<file path="src/rtl/gpio_in.sv">
// -----------------------------------------------------------------------------
// gpio_in -- debounced general-purpose input block with edge capture and IRQ.
//
// Each pin is brought into the clk domain by a two-flop synchronizer. It is
// then debounced: the pin's accepted level (state) only follows the
// synchronized level after DEBOUNCE consecutive cycles of disagreement. Rising
// and falling transitions of state are latched into sticky RISE/FALL bits,
// which software clears by writing 1s. The interrupt request is raised while
// any latched edge is enabled in IRQ_EN.
//
// Ports:
//   clk       sole clock, rising edge
//   rst       asynchronous active-high reset
//   pin_in    external pins, asynchronous to clk
//   addr      register select: 0 DATA (ro), 1 RISE (w1c), 2 FALL (w1c), 3 IRQ_EN (rw)
//   wr_en     write strobe
//   wdata     write data
//   rd_en     read strobe
//   rdata     registered read data, holds its value between reads
//   rd_valid  one-cycle pulse marking rdata valid
//   irq       level interrupt, OR of enabled RISE/FALL bits
// -----------------------------------------------------------------------------
module gpio_in #(
  parameter int WIDTH    = 8,
  parameter int DEBOUNCE = 4
) (
  input  logic             clk,
  input  logic             rst,
  input  logic [WIDTH-1:0] pin_in,
  input  logic [1:0]       addr,
  input  logic             wr_en,
  input  logic [WIDTH-1:0] wdata,
  input  logic             rd_en,
  output logic [WIDTH-1:0] rdata,
  output logic             rd_valid,
  output logic             irq
);

  localparam logic [1:0] ADDR_DATA   = 2'd0;
  localparam logic [1:0] ADDR_RISE   = 2'd1;
  localparam logic [1:0] ADDR_FALL   = 2'd2;
  localparam logic [1:0] ADDR_IRQ_EN = 2'd3;

  // The counter reaching DEBOUNCE-1 means the current mismatch is the
  // DEBOUNCE-th in a row, so state is accepted on this edge.
  localparam logic [7:0] CNT_LAST = 8'(DEBOUNCE - 1);

  logic [WIDTH-1:0]      sync1_q;
  logic [WIDTH-1:0]      sync2_q;
  logic [WIDTH-1:0]      state_q,  state_d;
  logic [WIDTH-1:0][7:0] cnt_q,    cnt_d;
  logic [WIDTH-1:0]      rise_q,   rise_d;
  logic [WIDTH-1:0]      fall_q,   fall_d;
  logic [WIDTH-1:0]      irq_en_q, irq_en_d;
  logic [WIDTH-1:0]      rdata_q,  rdata_d;
  logic                  rd_valid_q;
  logic [WIDTH-1:0]      rise_clr_s;
  logic [WIDTH-1:0]      fall_clr_s;

  // Per-pin debounce: count consecutive mismatches, accept on the last one.
  always_comb begin
    state_d = state_q;
    cnt_d   = cnt_q;
    for (int i = 0; i < WIDTH; i++) begin
      if (sync2_q[i] != state_q[i]) begin
        if (cnt_q[i] == CNT_LAST) begin
          state_d[i] = sync2_q[i];
          cnt_d[i]   = 8'd0;
        end else begin
          cnt_d[i]   = cnt_q[i] + 8'd1;
        end
      end else begin
        cnt_d[i] = 8'd0;
      end
    end
  end

  // Edge capture with write-1-to-clear; a same-cycle set overrides the clear.
  always_comb begin
    rise_clr_s = {WIDTH{1'b0}};
    fall_clr_s = {WIDTH{1'b0}};
    irq_en_d   = irq_en_q;
    if (wr_en) begin
      case (addr)
        ADDR_RISE:   rise_clr_s = wdata;
        ADDR_FALL:   fall_clr_s = wdata;
        ADDR_IRQ_EN: irq_en_d   = wdata;
        ADDR_DATA:   irq_en_d   = irq_en_q;
        default:     irq_en_d   = irq_en_q;
      endcase
    end else begin
      irq_en_d = irq_en_q;
    end
    rise_d = (rise_q & ~rise_clr_s) | (state_d & ~state_q);
    fall_d = (fall_q & ~fall_clr_s) | (~state_d & state_q);
  end

  // Read mux; samples register contents before any same-cycle write lands.
  always_comb begin
    rdata_d = rdata_q;
    if (rd_en) begin
      case (addr)
        ADDR_DATA:   rdata_d = state_q;
        ADDR_RISE:   rdata_d = rise_q;
        ADDR_FALL:   rdata_d = fall_q;
        ADDR_IRQ_EN: rdata_d = irq_en_q;
        default:     rdata_d = {WIDTH{1'b0}};
      endcase
    end else begin
      rdata_d = rdata_q;
    end
  end

  // All state registers, cleared asynchronously by rst.
  always_ff @(posedge clk or posedge rst) begin
    if (rst) begin
      sync1_q    <= {WIDTH{1'b0}};
      sync2_q    <= {WIDTH{1'b0}};
      state_q    <= {WIDTH{1'b0}};
      cnt_q      <= {WIDTH{8'd0}};
      rise_q     <= {WIDTH{1'b0}};
      fall_q     <= {WIDTH{1'b0}};
      irq_en_q   <= {WIDTH{1'b0}};
      rdata_q    <= {WIDTH{1'b0}};
      rd_valid_q <= 1'b0;
    end else begin
      sync1_q    <= pin_in;
      sync2_q    <= sync1_q;
      state_q    <= state_d;
      cnt_q      <= cnt_d;
      rise_q     <= rise_d;
      fall_q     <= fall_d;
      irq_en_q   <= irq_en_d;
      rdata_q    <= rdata_d;
      rd_valid_q <= rd_en;
    end
  end

  assign rdata    = rdata_q;
  assign rd_valid = rd_valid_q;
  // Straight from flops so the interrupt tracks clears with no extra cycle.
  assign irq      = |((rise_q | fall_q) & irq_en_q);

endmodule

</file>
<file path="config.mk">
export PLATFORM = sky130hd
export DESIGN_NAME = gpio_in
export DESIGN_NICKNAME = d
export VERILOG_FILES = /design/src/rtl/gpio_in.sv
export SDC_FILE = /design/constraint.sdc
export NUM_CORES = 1
export LEC_CHECK = 0
export CAP_MARGIN = 20
export CELL_PAD_IN_SITES_DETAIL_PLACEMENT = 0
export CELL_PAD_IN_SITES_GLOBAL_PLACEMENT = 2
export CORE_MARGIN = 2
export CORE_UTILIZATION = 46
export CTS_CLUSTER_SIZE = 10
export DETAILED_ROUTE_END_ITERATION = 10
export DONT_BUFFER_PORTS = 1
export PLACE_DENSITY = 0.89
export SETUP_SLACK_MARGIN = 0.02
export SYNTH_ARGS = -nofsm -noshare
export SYNTH_HDL_FRONTEND = slang
export SYNTH_SLANG_ARGS = --single-unit
</file>
<file path="constraint.sdc">
create_clock -name clk -period 11.77 [get_ports clk]
set_input_delay 2.354 -clock clk [delete_from_list [all_inputs] [get_ports clk]]
set_output_delay 2.354 -clock clk [all_outputs]
set_load 0.02 [all_outputs]
</file>
==> results by group, run 1 <==
Logic synthesis
  • Syn Nets: 490
  • Syn avg cell area: 11.8 um^2
  • Gate count of the mapped netlist: 460
  • Count of different cell masters after synthesis: 39
  • Synth async-reset ratio: 100%
  • Sequential fraction of the synthesis area: 56.0%
  • Number of warning messages in the yosys log: 0
  • Mapped Area: 0.00541 mm^2
  • Largest area contributor in the synthesized netlist: sky130_fd_sc_hd__dfrtp_1
  • Total of flip-flops plus latches after synthesis: 121
  • Proportion of netlist area held by the largest area contributor: 56.0%
  • Flip-flop cell with the highest count after synthesis: sky130_fd_sc_hd__dfrtp_1
  • Dominant cells by area after synthesis: sky130_fd_sc_hd__dfrtp_1, sky130_fd_sc_hd__mux2_2, sky130_fd_sc_hd__mux4_2
  • Number of enable flip-flop cells after synthesis: 0

Clock tree
  • Clock slew at reported path FFs: 0.05 ns
  • TritonCTS sink count: 121
  • Hold buffer count at CTS: 0
  • Number of buffers inserted by post-CTS setup repair: 0
  • CTS-repair resized insts: 0
  • Maximum number of buffers from clock root to sink: 2
  • Clock tree from TritonCTS: yes
  • Cts bufs inserted: 17
  • Number of H-tree levels: 4
  • CTS Root Buffer Type: sky130_fd_sc_hd__clkbuf_16
  • Clock latency reported for the late side of the worst-skew pair: 0.41 ns

STA
  • Fin Hold WS: 0.345 ns
  • Worst Clk Skew: 0.00825 ns
  • Number of failing setup endpoints in the final timing report: 0
  • Max-slew violation count: 0
  • Post-Route Setup TNS: 0 ns
  • Share of the cycle needed by the critical path after routing: 33.2%
  • Final worst slack: 7.86 ns
  • Tmin final: 3.91 ns
  • Achievable frequency: 256 MHz
  • Slew margin rel.: 47.9%
  • Count of final hold-check violations: 0
  • Setup repair after global routing missed its margin: false
  • Actual transition at the worst max-transition pin: 0.782 ns

Cells and area
  • Net count reported at finish: 505
  • Fill cell total of the finished layout: 967
  • N_diodes: 0
  • Layout cell share with drive strength beyond 1: 14.8%
  • Growth of design area from synthesis to finish: 14.8%
  • Core occupancy in the finished layout: 54.2%
  • Commonest non-fill, non-tap cell in the layout: sky130_fd_sc_hd__dfrtp_1
  • Commonest non-fill, non-tap cells in the layout: sky130_fd_sc_hd__dfrtp_1, sky130_fd_sc_hd__nand3_1, sky130_fd_sc_hd__nand2_1

Route
  • Length of the first detailed-routing pass in iterations: 4
  • Via count: 3615
  • Drt drc: 0
  • Antenna Nets Post-Route: 0
  • DR vias/cell: 5.73
  • Detailed Route WL: 10400 um
  • DR WL/cell: 16.4 um
  • First DRT Iteration DRCs: 228

Place
  • DP HPWL: 7010 um
  • Port buffer count: 0
  • Dpl ws: 8.02 ns
  • Global placement routability congestion: 0.756

Die
  • Area of the die: 0.0126 mm^2
  • Floorplan Core Area: 0.0115 mm^2
  • Die Height: 112 um
  • Die boundary width: 112 um
  • Initial standard-cell utilization of the core: 47.2%
  • Boundary pin count: 32
  • Number of core rows: 39

Run status
  • Run status: complete, no violations

Critical path
  • Top cell family by delay on the critical path: simple AND/OR/NAND/NOR gates
  • Kind of end point of the critical path: primary output
  • Worst endpoint required time: 9.42 ns
  • Delay contributed by the slowest stage of the critical path: 0.39 ns
  • Number of buffer and inverter stages on the critical path: 0
  • Worst Path Arrival: 1.56 ns
  • Kind of start point of the critical path: flop
  • Cell Chain, Critical Path: o21ai_0 > nand4_1 > or2_2
  • Type of the worst setup path: reg2out
  • Critical-path top delay cell: sky130_fd_sc_hd__dfrtp_1
  • Critical Path Fanout Max: 3

Power and ir drop
  • Max IR drop VDD: 0.000239 V
  • Leakage power: 2.62 nW
  • Power per cell area: 221 mW/mm^2

GRT
  • Initial antenna violation count: 0
  • Most used routing layer in global routing: met2
  • Global-route wire length before repair: 17800 um
  • Total Routing Usage GR: 18.0%
  • Global-route track usage on met3: 7.51%
  • Global routing met1 resource utilization: 23.1%
  • Maximum number of pins on one net before global-route repair: 63
  • Global routing met2 resource utilization: 27.8%
  • Congestion Overflow GR: 0
  • Vias in the first global route: 3643

Worst hold path
  • Worst min-delay path class: reg2reg

Run
  • Max-capacitance violation count: 0
power breakdown:
group / switching, mW / internal (mW)
clock network: 0.184 / 0.380
registers: 0.0937 / 0.496
logic: 0.112 / 0.108
flip-flops by register name, summed over array words and instances, names as in the netlist:
signal,flops
sync1_q,8
fall_q,8
cnt_q,64
rise_q,8
rdata,8
rd_valid,1
irq_en_q,8
state_q,8
sync2_q,8
logic make-up after synthesis:
| family | after synthesis | share of synthesized area (%) |
|---|---|---|
| buffers and inverters | 22 | 1.78 |
| adders and majority gates | 8 | 1.85 |
| and+or+nand+nor | 161 | 17.5 |
| muxes | 32 | 8.16 |
| DFF | 121 | 56.0 |
| xor gates and xnor gates | 26 | 4.21 |
| AOI/OAI and AO/OA | 90 | 10.6 |
cell usage after synthesis, types with 8 or more instances:
library cell                 n
sky130_fd_sc_hd__or3_1      19
sky130_fd_sc_hd__a32o_1     14
sky130_fd_sc_hd__mux4_2      8
sky130_fd_sc_hd__ha_1        8
sky130_fd_sc_hd__inv_1      17
sky130_fd_sc_hd__a21oi_1    27
sky130_fd_sc_hd__nand2_1    33
sky130_fd_sc_hd__o21ai_0    30
sky130_fd_sc_hd__dfrtp_1   121
sky130_fd_sc_hd__xnor2_1     8
sky130_fd_sc_hd__nand2b_1   12
sky130_fd_sc_hd__nor2_1     20
sky130_fd_sc_hd__nand3_1    33
sky130_fd_sc_hd__xor2_1     18
sky130_fd_sc_hd__mux2_2     17
layout make-up:
class | instances | area [um^2] | share of cell area [%]
well taps | 143 | 179 | 2.88
repair buffers | 1 | 7.51 | 0.121
clock inverters | 12 | 198 | 3.18
inverters | 17 | 66.3 | 1.07
multi-input cells | 317 | 2290 | 36.8
clock buffers | 20 | 447 | 7.19
flip-flops and latches | 121 | 3030 | 48.7
stage by stage:
stage / cells / area, um^2 / power [mW]
6_report: 631 / 6210 / 1.37
5_1_grt: 631 / 6210 / 1.45
4_1_cts: 631 / 6210 / 1.39
3_5_place_dp: 599 / 5570 / 0.818
3_3_place_gp: 599 / 5570 / 0.811
2_1_floorplan: 460 / 5410 / 0.755
routing by layer:
layer  vias up  part of all wire [%]
met5         -                     0
met4         0                   1.4
met3        10                   5.0
met2        62                    47
met1      1823                    46
li1       1720                     -
final timing paths:
path / from / endpoint / slack [ns] / depth (start not counted)
worst max register to register: cnt_q[28] / state_q[3] / 10.12 / 3
min in group asynchronous: rst / cnt_q[63] / 1.94 / 1
worst min-delay path: sync1_q[5] / sync2_q[5] / 0.34 / 0
max in group asynchronous: rst / cnt_q[40] / 8.55 / 2
worst max-delay path: fall_q[3] / irq / 7.86 / 3
worst min register to register: sync1_q[5] / sync2_q[5] / 0.34 / 0
(Power assumes the default switching activity.)
==> run 2: changes to the inputs <==
--- a/config.mk
+++ b/config.mk
@@ -9,11 +9,11 @@
 export CELL_PAD_IN_SITES_DETAIL_PLACEMENT = 0
 export CELL_PAD_IN_SITES_GLOBAL_PLACEMENT = 2
 export CORE_MARGIN = 2
-export CORE_UTILIZATION = 46
+export CORE_UTILIZATION = 39
 export CTS_CLUSTER_SIZE = 10
 export DETAILED_ROUTE_END_ITERATION = 10
 export DONT_BUFFER_PORTS = 1
-export PLACE_DENSITY = 0.89
+export PLACE_DENSITY = 0.81
 export SETUP_SLACK_MARGIN = 0.02
 export SYNTH_ARGS = -nofsm -noshare
 export SYNTH_HDL_FRONTEND = slang
==> constraint.sdc (replaced) <==
create_clock -name clk -period 3.5 [get_ports clk]
set_input_delay 0.7 -clock clk [delete_from_list [all_inputs] [get_ports clk]]
set_output_delay 0.7 -clock clk [all_outputs]
set_load 0.02 [all_outputs]
==> results by group, run 2 (same netlist as run 1, synthesis figures left out) <==
Run status
  • Run status: complete, no violations (unchanged)

Die
  • Floorplan Core Area: 0.0137 mm^2 (was 0.0115 mm^2)
  • Area of the die: 0.0148 mm^2 (was 0.0126 mm^2)
  • Die Height: 122 um (was 112 um)
  • Die boundary width: 122 um (was 112 um)
  • Boundary pin count: 32 (unchanged)
  • Number of core rows: 43 (was 39)
  • Initial standard-cell utilization of the core: 39.4% (was 47.2%)

STA
  • Achievable frequency: 431 MHz
  • Number of failing setup endpoints in the final timing report: 0 (unchanged)
  • Fin Hold WS: 0.260 ns (was 0.345 ns)
  • Post-Route Setup TNS: 0 ns (unchanged)
  • Count of final hold-check violations: 0 (unchanged)
  • Worst Clk Skew: 0.00697 ns (was 0.00825 ns)
  • Final worst slack: 1.18 ns (was 7.86 ns)
  • Actual transition at the worst max-transition pin: 0.729 ns (was 0.782 ns)
  • Share of the cycle needed by the critical path after routing: 66.2%
  • Slew margin rel.: 51.1% (was 47.9%)
  • Setup repair after global routing missed its margin: false (unchanged)
  • Tmin final: 2.32 ns
  • Max-slew violation count: 0 (unchanged)

Route
  • Antenna Nets Post-Route: 0 (unchanged)
  • Via count: 3576 (was 3615)
  • DR vias/cell: 5.35 (was 5.73)
  • DR WL/cell: 15.9 um (was 16.4 um)
  • Detailed Route WL: 10600 um (was 10400 um)
  • First DRT Iteration DRCs: 233 (was 228)
  • Length of the first detailed-routing pass in iterations: 4 (unchanged)
  • Drt drc: 0 (unchanged)

Cells and area
  • Layout cell share with drive strength beyond 1: 15.3% (was 14.8%)
  • Net count reported at finish: 506 (was 505)
  • Register ranked first by flip-flop count: cnt_q (unchanged)
  • N_diodes: 0 (unchanged)
  • Number of flip-flops in the largest register: 64 (unchanged)
  • Growth of design area from synthesis to finish: 16.0% (was 14.8%)
  • Core occupancy in the finished layout: 45.8% (was 54.2%)
  • Commonest non-fill, non-tap cells in the layout: sky130_fd_sc_hd__dfrtp_1, sky130_fd_sc_hd__nand3_1, sky130_fd_sc_hd__nand2_1 (unchanged)
  • Commonest non-fill, non-tap cell in the layout: sky130_fd_sc_hd__dfrtp_1 (unchanged)

GRT
  • Total Routing Usage GR: 15.9% (was 18.0%)
  • Vias in the first global route: 3671 (was 3643)
  • Global-route wire length before repair: 18000 um (was 17800 um)
  • Maximum number of pins on one net before global-route repair: 60 (was 63)
  • Congestion Overflow GR: 0 (unchanged)
  • Initial antenna violation count: 0 (unchanged)

Place
  • DP HPWL: 7320 um (was 7010 um)
  • Dpl ws: 1.64 ns (was 8.02 ns)
  • Port buffer count: 0 (unchanged)
  • Global placement routability congestion: 0.792 (was 0.756)

Clock tree
  • TritonCTS sink count: 121 (unchanged)
  • Clock tree from TritonCTS: yes (unchanged)
  • Cts bufs inserted: 17 (unchanged)
  • Maximum number of buffers from clock root to sink: 2 (unchanged)
  • Clock latency reported for the late side of the worst-skew pair: 0.42 ns (was 0.41 ns)
  • Clock slew at reported path FFs: 0.06 ns (was 0.05 ns)
  • CTS-repair resized insts: 0 (unchanged)
  • Number of buffers inserted by post-CTS setup repair: 0 (unchanged)
  • Hold buffer count at CTS: 0 (unchanged)
  • CTS Root Buffer Type: sky130_fd_sc_hd__clkbuf_16 (unchanged)
  • Number of H-tree levels: 4 (unchanged)

Critical path
  • Type of the worst setup path: reg2out (unchanged)
  • Critical register-to-register path endpoint: state_q[3] (unchanged)
  • Critical Path Fanout Max: 3 (unchanged)
  • Worst setup path start: fall_q[4] (was fall_q[3])
  • Number of buffer and inverter stages on the critical path: 0 (unchanged)
  • Kind of end point of the critical path: primary output (unchanged)
  • Worst reg2reg path startpoint: cnt_q[28] (unchanged)
  • Number of gates on the worst path with buffers counted: 3 (unchanged)
  • Worst-case reg-to-reg path depth: 3 (unchanged)
  • Kind of start point of the critical path: flop (unchanged)
  • Critical-path top delay cell: sky130_fd_sc_hd__dfrtp_1 (unchanged)
  • Delay contributed by the slowest stage of the critical path: 0.39 ns (about the same)
  • Worst R2R Setup Slack: 1.83 ns (was 10.12 ns)
  • Cell Chain, Critical Path: o21ai_0 > nand4_1 > or2_2 (unchanged)
  • Worst Path Arrival: 1.62 ns (was 1.56 ns)
  • Top cell family by delay on the critical path: simple AND/OR/NAND/NOR gates (unchanged)
  • Worst endpoint required time: 2.80 ns (was 9.42 ns)

Power and ir drop
  • Max IR drop VDD: 0.000643 V (was 0.000239 V)
  • Power per cell area: 732 mW/mm^2 (was 221 mW/mm^2)
  • Power after layout: 4.60 mW (was 1.37 mW)
  • Leakage power: 2.62 nW (about the same)

Worst hold path
  • Worst min-delay path class: in2async (was reg2reg)

Run
  • Max-capacitance violation count: 0 (unchanged)
-- run 2: cell types whose count changed in the layout (fill, tap and decap cells not counted), sizes merged --
cell / before / now
clkbuf: 20 / 19
bufinv: 5 / 4
inv: 17 / 19
clkinv: 5 / 3
clkinvlp: 2 / 4
buf: 1 / 2
-- run 2: report_power, final --
| part | switching [mW] | internal [mW] | total (mW) |
|---|---|---|---|
| sequential | 0.318 | 1.67 | 1.99 |
| combinational | 0.376 | 0.363 | 0.740 |
| clock | 0.637 | 1.24 | 1.87 |
| total | 1.33 | 3.27 | 4.60 |
-- run 2: per-layer routing --
metal / global-route usage, % / up-vias / part of all wire, %
met5: 0 / - / 0
met2: 25.1 / 48 / 49
met4: 6.32 / 0 / 1.4
met1: 19.7 / 1796 / 45
met3: 6.18 / 10 / 4.9
li1: - / 1722 / -
-- run 2: final cells by class --
class                      instances  area, um^2
multi-input combinational        317        2290
fill                            1252        7440
timing repair buffer               2        27.5
clock buffer                      19         453
inverter                          17        67.6
tap                              180         225
sequential                       121        3030
clock inverter                    13         191
-- run 2: worst max path at each step --
stage	slack, ns	end
after global routing	1.13	irq
after global placement	1.67	irq
after floorplan	1.32	cnt_q[0]
after detailed placement	1.64	irq
final	1.18	irq
after CTS	1.19	irq
-- run 2: stage by stage --
step / area [um^2] / std cells
2_1_floorplan: 5420 / 460
3_3_place_gp: 5640 / 637
3_5_place_dp: 5640 / 637
4_1_cts: 6280 / 669
5_1_grt: 6280 / 669
6_report: 6280 / 669
-- run 2: worst register-to-register path, cell delays in order (launching register included) --
cell and delay, ns:
sky130_fd_sc_hd__dfrtp_1 0.42, sky130_fd_sc_hd__or4_4 0.57, sky130_fd_sc_hd__nor4_4 0.35, sky130_fd_sc_hd__mux2i_1 0.24
==> run 3: changes to the inputs <==
==> constraint.sdc (replaced) <==
create_clock -name clk -period 1.9 [get_ports clk]
set_input_delay 0.38 -clock clk [delete_from_list [all_inputs] [get_ports clk]]
set_output_delay 0.38 -clock clk [all_outputs]
set_load 0.02 [all_outputs]
==> results by group, run 3 (same netlist as run 1, synthesis figures left out) <==
Die
  • Boundary pin count: 32 (unchanged)
  • Die boundary width: 122 um (unchanged)
  • Number of core rows: 43 (unchanged)
  • Die Height: 122 um (unchanged)
  • Floorplan Core Area: 0.0137 mm^2 (unchanged)
  • Area of the die: 0.0148 mm^2 (unchanged)
  • Initial standard-cell utilization of the core: 39.4% (unchanged)

Cells and area
  • Net count reported at finish: 518 (was 506)
  • Core occupancy in the finished layout: 45.8% (about the same)
  • Layout cell share with drive strength beyond 1: 14.1% (was 15.3%)
  • Growth of design area from synthesis to finish: 16.2% (was 16.0%)
  • Register ranked first by flip-flop count: cnt_q (unchanged)
  • Commonest non-fill, non-tap cell in the layout: sky130_fd_sc_hd__dfrtp_1 (unchanged)
  • Fill cell total of the finished layout: 1272 (was 1252)
  • Number of flip-flops in the largest register: 64 (unchanged)
  • Commonest non-fill, non-tap cells in the layout: sky130_fd_sc_hd__dfrtp_1, sky130_fd_sc_hd__nand3_1, sky130_fd_sc_hd__nand2_1 (unchanged)
  • N_diodes: 0 (unchanged)

Route
  • Length of the first detailed-routing pass in iterations: 6 (was 4)
  • Detailed Route WL: 10700 um (was 10600 um)
  • DR WL/cell: 15.7 um (was 15.9 um)
  • Via count: 3639 (was 3576)
  • Drt drc: 0 (unchanged)
  • Antenna Nets Post-Route: 0 (unchanged)
  • DR vias/cell: 5.37 (was 5.35)
  • First DRT Iteration DRCs: 211 (was 233)

Critical path
  • Kind of end point of the critical path: primary output (unchanged)
  • Critical Path Fanout Max: 3 (unchanged)
  • Kind of start point of the critical path: flop (unchanged)
  • Type of the worst setup path: reg2out (unchanged)
  • Worst endpoint required time: 1.52 ns (was 2.80 ns)
  • Worst Path Arrival: 1.41 ns (was 1.62 ns)

Place
  • Port buffer count: 0 (unchanged)
  • Global placement routability congestion: 0.779 (was 0.792)
  • DP HPWL: 7020 um (was 7320 um)

Clock tree
  • Clock slew at reported path FFs: 0.05 ns (was 0.06 ns)
  • Number of H-tree levels: 4 (unchanged)
  • Number of buffers inserted by post-CTS setup repair: 0 (unchanged)
  • Maximum number of buffers from clock root to sink: 2 (unchanged)
  • Clock tree from TritonCTS: yes (unchanged)
  • TritonCTS sink count: 121 (unchanged)
  • Clock latency reported for the late side of the worst-skew pair: 0.41 ns (was 0.42 ns)
  • CTS Root Buffer Type: sky130_fd_sc_hd__clkbuf_16 (unchanged)
  • Cts bufs inserted: 17 (unchanged)

GRT
  • Maximum number of pins on one net before global-route repair: 122 (was 60)
  • Total Routing Usage GR: 15.9% (about the same)
  • Global-route wire length before repair: 18000 um (about the same)
  • Congestion Overflow GR: 0 (unchanged)
  • Initial antenna violation count: 0 (unchanged)
  • Vias in the first global route: 3550 (was 3671)

Worst hold path
  • Worst min-delay path class: in2async (unchanged)

STA
  • Post-Route Setup TNS: 0 ns (unchanged)
  • Count of final hold-check violations: 1 (was 0)
  • Actual transition at the worst max-transition pin: 0.688 ns (was 0.729 ns)
  • Fin Hold WS: -0.00810 ns (was 0.260 ns)
  • Number of failing setup endpoints in the final timing report: 0 (unchanged)
  • Share of the cycle needed by the critical path after routing: 94.4%
  • Setup repair after global routing missed its margin: false (unchanged)
  • Max-slew violation count: 0 (unchanged)
  • Achievable frequency: 558 MHz
  • Slew margin rel.: 54.1% (was 51.1%)
  • Worst Clk Skew: 0.0115 ns (was 0.00697 ns)
  • Tmin final: 1.79 ns

Power and ir drop
  • Power per cell area: 1280 mW/mm^2 (was 732 mW/mm^2)
  • Leakage power: 2.63 nW (was 2.62 nW)
  • Max IR drop VDD: 0.000738 V (was 0.000643 V)

Run status
  • Failing checks: hold timing
  • Run status: finished with violations (was complete, no violations)

Run
  • Max-capacitance violation count: 0 (unchanged)
## run 3: metal layers
metal | vias up | routed length, um | track usage, %
met3 | 17 | 465 | 5.24
met2 | 47 | 5060 | 24.4
met4 | 0 | 231 | 8.33
met5 | - | 0 | 0
li1 | 1743 | - | -
met1 | 1832 | 4920 | 20.1
## run 3: area by class of cell
| cell class | instances | area, um^2 | area share, % |
|---|---|---|---|
| multi-input combinational | 317 | 2290 | 36.4 |
| tap | 180 | 225 | 3.58 |
| inverter | 17 | 67.6 | 1.07 |
| timing repair buffer | 14 | 140 | 2.23 |
| sequential | 121 | 3030 | 48.1 |
| clock buffer | 26 | 499 | 7.94 |
| clock inverter | 3 | 40.0 | 0.637 |
## run 3: worst max-delay path: stages, from the launching register on
cell and delay, ns:
sky130_fd_sc_hd__dfrtp_1 0.40, sky130_fd_sc_hd__o21ai_1 0.19, sky130_fd_sc_hd__nand4_1 0.12, sky130_fd_sc_hd__or2_4 0.30
## run 3: metrics by stage
stage / setup WS [ns] / hold WS, ns / cells / power (mW) / cell area (um^2)
floorplan: 0.0367 / 0.331 / 460 / 4.68 / 5420
global placement: 0.321 / 0.335 / 640 / 5.09 / 5660
detailed placement: 0.280 / 0.336 / 640 / 5.15 / 5660
CTS: 0.0747 / 0.0674 / 678 / 8.19 / 6290
global route: 0.0336 / 0.0925 / 678 / 8.54 / 6290
finish: 0.107 / -0.00810 / 678 / 8.08 / 6290
## run 3: report_power, final
group	leakage, nW	switching (mW)	internal, mW
Clock	0.266	1.05	1.91
Sequential	1.58	0.614	3.08
Combinational	0.789	0.683	0.751
## run 3: timing repair
action | 4_1_cts | 5_1_grt
setup endpoints to repair | 1 | 1
hold buffers | 9 | 0
hold endpoints to repair | 9 | 0
resized for setup | 6 | 1
## run 3: final timing paths
kind | slack, ns | startpoint | cells past startpoint | to
setup / recovery | 0.11 | fall_q[4] | 3 | irq
hold / removal | -0.008 | rst | 2 | cnt_q[35]
setup reg to reg | 0.28 | cnt_q[37] | 3 | state_q[4]
hold reg to reg | 0.34 | sync1_q[0] | 0 | sync2_q[0]
max in group asynchronous | 1.36 | rst | 2 | cnt_q[50]
min in group clk | 0.11 | wdata[0] | 1 | irq_en_q[0]
